`src/rtl/mem_port_arbiter_pkg.sv`:
```
// Shared types for the unified instruction/data RAM port: owner tags,
// arbiter state and the response tag carried down the read-latency pipe.
package arm_mem_pkg;

  localparam int MEM_ADDR_W = 11;
  localparam int MEM_DATA_W = 32;

  typedef enum logic [1:0] {OWN_NONE, OWN_IF, OWN_D} mem_owner_e;

  typedef enum logic {ARB_NORMAL, ARB_FETCH_PRIO} arb_state_e;

  typedef struct packed {
    logic       vld;
    mem_owner_e own;
  } rsp_tag_t;

endpackage

```
`src/rtl/mem_port_arbiter_if.sv`:
```
// Fetch, load/store and RAM-side signals of the shared memory port.
// slave is the arbiter's view; master is the requester/RAM side.
interface mem_port_arbiter_if #(
  parameter int ADDR_W = arm_mem_pkg::MEM_ADDR_W,
  parameter int DATA_W = arm_mem_pkg::MEM_DATA_W
);
  logic              if_req;
  logic [ADDR_W-1:0] if_addr;
  logic              if_gnt;
  logic              if_rvalid;
  logic [DATA_W-1:0] if_rdata;

  logic              d_req;
  logic              d_we;
  logic [ADDR_W-1:0] d_addr;
  logic [DATA_W-1:0] d_wdata;
  logic              d_gnt;
  logic              d_rvalid;
  logic [DATA_W-1:0] d_rdata;

  logic [ADDR_W-1:0] mem_addr;
  logic              mem_wren;
  logic [DATA_W-1:0] mem_wdata;
  logic [DATA_W-1:0] mem_rdata;

  modport slave (
    input  if_req, if_addr, d_req, d_we, d_addr, d_wdata, mem_rdata,
    output if_gnt, if_rvalid, if_rdata, d_gnt, d_rvalid, d_rdata,
           mem_addr, mem_wren, mem_wdata
  );

  modport master (
    output if_req, if_addr, d_req, d_we, d_addr, d_wdata, mem_rdata,
    input  if_gnt, if_rvalid, if_rdata, d_gnt, d_rvalid, d_rdata,
           mem_addr, mem_wren, mem_wdata
  );
endinterface

```
`src/rtl/mem_port_arbiter_rsp_tracker.sv`:
```
// Carries one {valid, owner} tag per granted read through the RAM read
// latency and steers mem_rdata to the port that issued the read.
module mem_rsp_tracker
  import arm_mem_pkg::*;
#(
  parameter int RD_LAT = 1,
  parameter int DATA_W = MEM_DATA_W
) (
  input  logic              clk,
  input  logic              rst_n,
  input  rsp_tag_t          push,
  input  logic [DATA_W-1:0] mem_rdata,
  output logic              if_rvalid,
  output logic [DATA_W-1:0] if_rdata,
  output logic              d_rvalid,
  output logic [DATA_W-1:0] d_rdata
);

  rsp_tag_t [RD_LAT:1] tag_pipe;
  rsp_tag_t            tag_out;

  always_ff @(posedge clk or negedge rst_n) begin
    if (!rst_n) begin
      tag_pipe <= '0;
    end else begin
      tag_pipe[1] <= push;
      for (int i = 2; i <= RD_LAT; i++) tag_pipe[i] <= tag_pipe[i-1];
    end
  end

  assign tag_out   = tag_pipe[RD_LAT];
  assign if_rvalid = tag_out.vld && (tag_out.own == OWN_IF);
  assign d_rvalid  = tag_out.vld && (tag_out.own == OWN_D);
  // Non-owning port sees zero so stale data never leaks across requesters.
  assign if_rdata  = if_rvalid ? mem_rdata : '0;
  assign d_rdata   = d_rvalid  ? mem_rdata : '0;

endmodule

```
`src/rtl/mem_port_arbiter.sv`:
```
// Arbitrates the single RAM port between fetch and load/store: data wins
// by default, fetch is forced through after FETCH_STARVE_MAX lost cycles.
module mem_port_arbiter
  import arm_mem_pkg::*;
#(
  parameter int ADDR_W           = MEM_ADDR_W,
  parameter int DATA_W           = MEM_DATA_W,
  parameter int RD_LAT           = 1,
  parameter int FETCH_STARVE_MAX = 4
) (
  input logic               clk,
  input logic               rst_n,
  mem_port_arbiter_if.slave bus
);

  localparam int CNT_W = $clog2(FETCH_STARVE_MAX + 1);
  localparam logic [CNT_W-1:0] CNT_MAX = CNT_W'(FETCH_STARVE_MAX);

  arb_state_e        state_q, state_d;
  logic [CNT_W-1:0]  cnt_q, cnt_d;
  logic [ADDR_W-1:0] addr_q;
  logic              if_win, d_win;
  rsp_tag_t          push;

  always_ff @(posedge clk or negedge rst_n) begin
    if (!rst_n) begin
      state_q <= ARB_NORMAL;
      cnt_q   <= '0;
      addr_q  <= '0;
    end else begin
      state_q <= state_d;
      cnt_q   <= cnt_d;
      addr_q  <= bus.mem_addr;
    end
  end

  always_comb begin
    if_win  = 1'b0;
    d_win   = 1'b0;
    state_d = state_q;
    cnt_d   = cnt_q;
    if (rst_n) begin
      unique case (state_q)
        ARB_NORMAL: begin
          d_win  = bus.d_req;
          if_win = bus.if_req && !bus.d_req;
        end
        ARB_FETCH_PRIO: begin
          if_win = bus.if_req;
          d_win  = bus.d_req && !bus.if_req;
        end
        default: ;
      endcase
    end

    if (if_win)
      cnt_d = '0;
    else if (d_win && bus.if_req && (cnt_q < CNT_MAX))
      cnt_d = cnt_q + CNT_W'(1);

    unique case (state_q)
      ARB_NORMAL:
        if (cnt_d == CNT_MAX) state_d = ARB_FETCH_PRIO;
      ARB_FETCH_PRIO:
        // A withdrawn fetch also clears the count so NORMAL is not re-entered saturated.
        if (if_win || !bus.if_req) begin
          state_d = ARB_NORMAL;
          cnt_d   = '0;
        end
      default: ;
    endcase
  end

  assign bus.if_gnt    = if_win;
  assign bus.d_gnt     = d_win;
  assign bus.mem_wren  = d_win && bus.d_we;
  assign bus.mem_wdata = d_win ? bus.d_wdata : '0;
  assign bus.mem_addr  = if_win ? bus.if_addr : (d_win ? bus.d_addr : addr_q);

  always_comb begin
    push = '0;
    if (if_win) begin
      push.vld = 1'b1;
      push.own = OWN_IF;
    end else if (d_win && !bus.d_we) begin
      push.vld = 1'b1;
      push.own = OWN_D;
    end
  end

  mem_rsp_tracker #(
    .RD_LAT (RD_LAT),
    .DATA_W (DATA_W)
  ) u_rsp (
    .clk       (clk),
    .rst_n     (rst_n),
    .push      (push),
    .mem_rdata (bus.mem_rdata),
    .if_rvalid (bus.if_rvalid),
    .if_rdata  (bus.if_rdata),
    .d_rvalid  (bus.d_rvalid),
    .d_rdata   (bus.d_rdata)
  );

endmodule

```
`src/flat_wrapper.sv`:
```
// flat-port wrapper written by rule: the top's interface ports become plain ports
module mem_port_arbiter_flat import arm_mem_pkg::*;
#(
  parameter int ADDR_W           = MEM_ADDR_W,
  parameter int DATA_W           = MEM_DATA_W,
  parameter int RD_LAT           = 1,
  parameter int FETCH_STARVE_MAX = 4
)
  (clk, rst_n, bus_if_req, bus_if_addr, bus_d_req, bus_d_we, bus_d_addr, bus_d_wdata, bus_mem_rdata, bus_if_gnt, bus_if_rvalid, bus_if_rdata, bus_d_gnt, bus_d_rvalid, bus_d_rdata, bus_mem_addr, bus_mem_wren, bus_mem_wdata);
  mem_port_arbiter_if #(.ADDR_W(ADDR_W), .DATA_W(DATA_W)) bus_i ();
  input logic clk;
  input logic rst_n;
  input wire logic [$bits(bus_i.if_req)-1:0] bus_if_req;
  input wire logic [$bits(bus_i.if_addr)-1:0] bus_if_addr;
  input wire logic [$bits(bus_i.d_req)-1:0] bus_d_req;
  input wire logic [$bits(bus_i.d_we)-1:0] bus_d_we;
  input wire logic [$bits(bus_i.d_addr)-1:0] bus_d_addr;
  input wire logic [$bits(bus_i.d_wdata)-1:0] bus_d_wdata;
  input wire logic [$bits(bus_i.mem_rdata)-1:0] bus_mem_rdata;
  output wire logic [$bits(bus_i.if_gnt)-1:0] bus_if_gnt;
  output wire logic [$bits(bus_i.if_rvalid)-1:0] bus_if_rvalid;
  output wire logic [$bits(bus_i.if_rdata)-1:0] bus_if_rdata;
  output wire logic [$bits(bus_i.d_gnt)-1:0] bus_d_gnt;
  output wire logic [$bits(bus_i.d_rvalid)-1:0] bus_d_rvalid;
  output wire logic [$bits(bus_i.d_rdata)-1:0] bus_d_rdata;
  output wire logic [$bits(bus_i.mem_addr)-1:0] bus_mem_addr;
  output wire logic [$bits(bus_i.mem_wren)-1:0] bus_mem_wren;
  output wire logic [$bits(bus_i.mem_wdata)-1:0] bus_mem_wdata;
  assign bus_i.if_req = bus_if_req;
  assign bus_i.if_addr = bus_if_addr;
  assign bus_i.d_req = bus_d_req;
  assign bus_i.d_we = bus_d_we;
  assign bus_i.d_addr = bus_d_addr;
  assign bus_i.d_wdata = bus_d_wdata;
  assign bus_i.mem_rdata = bus_mem_rdata;
  assign bus_if_gnt = bus_i.if_gnt;
  assign bus_if_rvalid = bus_i.if_rvalid;
  assign bus_if_rdata = bus_i.if_rdata;
  assign bus_d_gnt = bus_i.d_gnt;
  assign bus_d_rvalid = bus_i.d_rvalid;
  assign bus_d_rdata = bus_i.d_rdata;
  assign bus_mem_addr = bus_i.mem_addr;
  assign bus_mem_wren = bus_i.mem_wren;
  assign bus_mem_wdata = bus_i.mem_wdata;
  mem_port_arbiter #(.ADDR_W(ADDR_W), .DATA_W(DATA_W), .RD_LAT(RD_LAT), .FETCH_STARVE_MAX(FETCH_STARVE_MAX)) u_core (.clk(clk), .rst_n(rst_n), .bus(bus_i));
endmodule
```
`config.mk`:
```
export PLATFORM = sky130hd
export DESIGN_NAME = mem_port_arbiter_flat
export DESIGN_NICKNAME = d
export VERILOG_FILES = /design/src/rtl/mem_port_arbiter_pkg.sv /design/src/rtl/mem_port_arbiter_if.sv /design/src/rtl/mem_port_arbiter_rsp_tracker.sv /design/src/rtl/mem_port_arbiter.sv /design/src/flat_wrapper.sv
export SDC_FILE = /design/constraint.sdc
export NUM_CORES = 1
export LEC_CHECK = 0
export ABC_AREA = 1
export ABC_CLOCK_PERIOD_IN_PS = 1600
export CORE_MARGIN = 5
export CORE_UTILIZATION = 25
export DETAILED_ROUTE_END_ITERATION = 6
export PLACE_DENSITY = 0.78
export SYNTH_ARGS = -nofsm -noshare
export SYNTH_HDL_FRONTEND = slang
export SYNTH_SLANG_ARGS = --single-unit
```
`constraint.sdc`:
```
create_clock -name clk -period 1.6 [get_ports clk]
set_input_delay 0.48 -clock clk [delete_from_list [all_inputs] [get_ports clk]]
set_output_delay 0.48 -clock clk [all_outputs]
set_load 0.005 [all_outputs]
```
==> results.md, run 1 <==
- The flow ran to the end, but the final reports show violations.
- The checks that failed: negative setup slack.
- The clock reaches the later pin of the worst-skew pair after 260 ps.
- The die covers 7800 um^2.
- The most critical setup path has its startpoint at u_core.state_q.
- The maximum resistive drop on vdd is 0.595 mV.
- The startpoint identified for the worst register-to-register timing path is u_core.state_q.
- The synthesized netlist occupies a cell area of 1530 um^2.
- In the finished design, the share of the clock period the worst path needs comes to 130%.
- The most critical setup path has its endpoint at bus_mem_addr[2].
- The reg-to-reg setup timing slack is -40 ps.
- The peak fanout along the critical path is 7.
- The number of filler cells placed in the layout is 297.
- Prior to clock tree synthesis, the placed netlist has a worst setup slack of -1090 ps.
- The synthesized instance count is 281.
- The number of antenna-violating nets in the routed design is 0.
- The average instance in the mapped netlist occupies 5.46 um^2.
- The aggregate global-route resource usage is 24.6%.
- The proportion of register bits with asynchronous set or reset after synthesis is 100%.
- The total setup violations reported at the end of the flow is 114.
- In this run, post-CTS hold repair placed 0 buffers.
- The length of the first detailed-routing pass in iterations is 4.
- In the routed layout, each cell is associated on average with a via count of 4.64.
- The clock transition at the register clock pins on the worst setup and hold paths after CTS is 80 ps.
- The net count after synthesis is 373.
- The final critical-path required period is 2080 ps.
- Measured along the x axis, the die boundary spans 88.3 um.
- The detailed-placement wirelength estimate is 6680 um.
- The core box area is 5960 um^2.
- For this design the static power due to leakage is 0.00258 uW.
- In this run the critical register-to-register path is captured at u_core.addr_q[3].
- Setup repair after global routing could not meet its margin everywhere.
- The height of the die is 88.3 um.
- The TritonCTS clock tree is built.
- The via count of the first global-routing pass came to 2,902.
- After detailed routing, the met2 layer carries 6710 um of wire.
- The signal on the critical path passes through nand2_2 -> nand3_4 -> buf_12 -> buf_6 -> nand2_4 -> a31oi_4 -> buf_2.
- The worst slew margin relative to its limit is 82.1%.
- The cell sitting at the root of the clock tree is a sky130_fd_sc_hd__clkbuf_8.
- The final hold violation count was 0.
- The relative area change from synthesis to final layout is 233%.
- At the worst endpoint, the required time is 1120 ps.
- Routability-driven placement finished with a final weighted congestion of 0.925.
- The summed negative setup slack over all endpoints is -34,020 ps.
- The number of antenna diodes in the final layout is 0.
- On the final layout, the worst clock skew is 2.23 ps.
- In the detailed route, the total length drawn on met3 is 1100 um.
- On the worst path, the slowest cell contributes a delay of 460 ps.
- The number of enable-type register cells in the synthesized netlist is 0.
- The top layer reached by signal wires is met4.
- The overall power consumption is 3410 uW.
- The final number of max-transition violations is 0.
- The I/O pin count is 203.
- The critical path data arrival time is 1600 ps.
- In the final routing, the length of wire on met1 measures 3940 um.
- The number of warnings printed during yosys synthesis is 0.
- The synthesized design contains 18 register bits.
- The tool flagged a number of max-cap violations equal to 0.
- The kind of end point of the critical path is a primary output.
- The slowest stage of the critical path belongs to the cell sky130_fd_sc_hd__dfrtp_1.
- The initial core utilization is 25.8%.
- The average detailed-routed wire length per instance is 19.3 um.
- After synthesis, the netlist uses 16 different library cells.
- The fraction of layout cells with a size suffix above 1 is 60.7%.
- The number of antenna violations at the first check in global routing is 0.
- The number of buffers on the longest clock path is 2.
- Entering global routing, the biggest net connects 13 pins.
- For this run the aggregate overflow at the end of global routing stands at 0.
- The category of the most critical setup path is register to primary output.
- The number of nets in the layout is 648.
- In this run the number of H-tree levels came out at 1.
- Buffers placed on the I/O ports in this run total 202.
- The leading cell type in the layout, fill and taps excluded is sky130_fd_sc_hd__clkdlybuf4s50_1.
- In the post-route analysis, the smallest setup slack over all paths is -480 ps.
- The library cells used most frequently in the layout, excluding fill and tap cells, are 87 x sky130_fd_sc_hd__clkdlybuf4s50_1, 86 x sky130_fd_sc_hd__buf_2, 81 x sky130_fd_sc_hd__nor2_4.
- For the worst flop-to-flop path, the logic depth is 9.
- The path class of the tightest hold or removal check is input pin to asynchronous set/reset pin.
- After detailed routing, the number of remaining DRC violations is 0.
- The most used flip-flop cell after synthesis is sky130_fd_sc_hd__dfrtp_1.
- The number of buffers created by CTS is 3.
- The peak clock frequency supported by timing is 481 MHz.
- At the pin with the least slew margin, the transition time is 267 ps.
- The first-pass GRT wire length is 14,700 um.
- The share of the Yosys chip area taken by registers is 29.4%.
- In this run the power density over the cells is 668 nW/um^2.
- The first routing iteration left 134 violations.
- The wire length after detailed routing is 12,100 um.
- The site row count is 28.
- The clock net in this run drives a total of 18 sinks.
- The number of vias after detailed routing is 2,926.
- STA classifies the critical path startpoint as a register.
## metrics by stage
stage / area [um^2] / util, % / hold WS (ps) / std cells
final: 5110 / 85.8 / 225 / 630
after global routing: 5110 / 85.8 / 214 / 630
after floorplan: 1530 / - / 184 / 281
after detailed placement: 3770 / 63.3 / 547 / 567
after global placement: 3770 / 63.3 / 539 / 567
after CTS: 4340 / 72.8 / 211 / 622
## power breakdown
group	internal [uW]	switching [uW]	leakage [uW]	total, uW
Clock	220	180	0.0000288	400
Sequential	595	114	0.000222	709
Combinational	1270	1030	0.00233	2310
Total	2090	1330	0.00258	3410
## worst max-delay path: cells and delay by family (launching register included)
| kind | cells | cell delay [ps] |
|---|---|---|
| buffers and inverters | 3 | 440 |
| AO/OA/AOI/OAI | 1 | 180 |
| flip-flops | 1 | 460 |
| AND/OR/NAND/NOR | 3 | 250 |
## Yosys cell counts, types with 2 or more instances
library cell	n	area, um^2
sky130_fd_sc_hd__nor2_1	116	435
sky130_fd_sc_hd__inv_1	77	289
sky130_fd_sc_hd__nand2_1	30	113
sky130_fd_sc_hd__dfrtp_1	18	450
sky130_fd_sc_hd__a31oi_1	11	68.8
sky130_fd_sc_hd__buf_2	9	45.0
sky130_fd_sc_hd__nand3_1	8	40.0
sky130_fd_sc_hd__clkbuf_1	3	11.3
sky130_fd_sc_hd__buf_6	2	22.5
## flip-flops by register name (all words and copies together) (netlist names)
name                  flops
u_core.addr_q            11
u_core.cnt_q              3
u_core.u_rsp.tag_out      3
u_core.state_q            1
## cell families after synthesis
| logic type | share of synthesized area [%] |
|---|---|
| buffers and inverters | 24.2 |
| flip-flops | 29.4 |
| AND/OR/NAND/NOR | 40.8 |
| AO/OA/AOI/OAI | 4.81 |
| adder cells (fa/ha/maj) | 0.816 |
## how the worst min path moves through the flow
stage / start / end / slack [ps]
final: rst_n / u_core.addr_q[6] / 230
after global routing: rst_n / u_core.addr_q[6] / 210
after CTS: rst_n / u_core.addr_q[7] / 210
after detailed placement: u_core.addr_q[3] / u_core.addr_q[3] / 550
after global placement: u_core.addr_q[9] / u_core.addr_q[9] / 540
after floorplan: rst_n / u_core.addr_q[0] / 180
## per-layer routing
layer / GRT usage [%] / up-vias
li1: - / 1345
met1: 25.9 / 1383
met2: 46.9 / 161
met3: 6.24 / 37
met4: 8.38 / 0
met5: 0 / -
## area by class of cell
type | count | area [um^2] | share of cell area, %
Timing Repair Buffer | 283 | 2550 | 50.0
Multi-Input combinational cell | 172 | 1650 | 32.4
Sequential cell | 18 | 450 | 8.81
Inverter | 78 | 305 | 5.97
Tap cell | 75 | 93.8 | 1.84
Clock buffer | 4 | 55.1 | 1.08
## what timing repair did
action                                  4_1_cts  5_1_grt
endpoints found under the hold margin         0        0
pin swaps                                    22       23
endpoints found under the setup margin      114      116
cloned                                        9        0
gates resized for setup                     598      185
buffers inserted                             43       17
No activity file was read; power rests on OpenSTA's default activity.
==> run 2: changes to the inputs <==
--- a/config.mk
+++ b/config.mk
@@ -9,6 +9,7 @@
 export ABC_CLOCK_PERIOD_IN_PS = 1600
 export CORE_MARGIN = 5
 export CORE_UTILIZATION = 25
+export CTS_CLUSTER_DIAMETER = 120
 export DETAILED_ROUTE_END_ITERATION = 6
 export PLACE_DENSITY = 0.78
 export SYNTH_ARGS = -nofsm -noshare
==> results of run 2 <==
Same layout as run 1: the final DEF is identical, and so are final timing and power.
==> run 3: changes to the inputs <==
--- a/config.mk
+++ b/config.mk
@@ -9,9 +9,11 @@
 export ABC_CLOCK_PERIOD_IN_PS = 1600
 export CORE_MARGIN = 5
 export CORE_UTILIZATION = 25
-export CTS_CLUSTER_DIAMETER = 120
+export CTS_CLUSTER_DIAMETER = 100
 export DETAILED_ROUTE_END_ITERATION = 6
+export HOLD_SLACK_MARGIN = 0.03
 export PLACE_DENSITY = 0.78
+export SLEW_MARGIN = 10
 export SYNTH_ARGS = -nofsm -noshare
 export SYNTH_HDL_FRONTEND = slang
 export SYNTH_SLANG_ARGS = --single-unit
==> results of run 3 <==
Same layout as run 1: the final DEF is identical, and so are final timing and power.
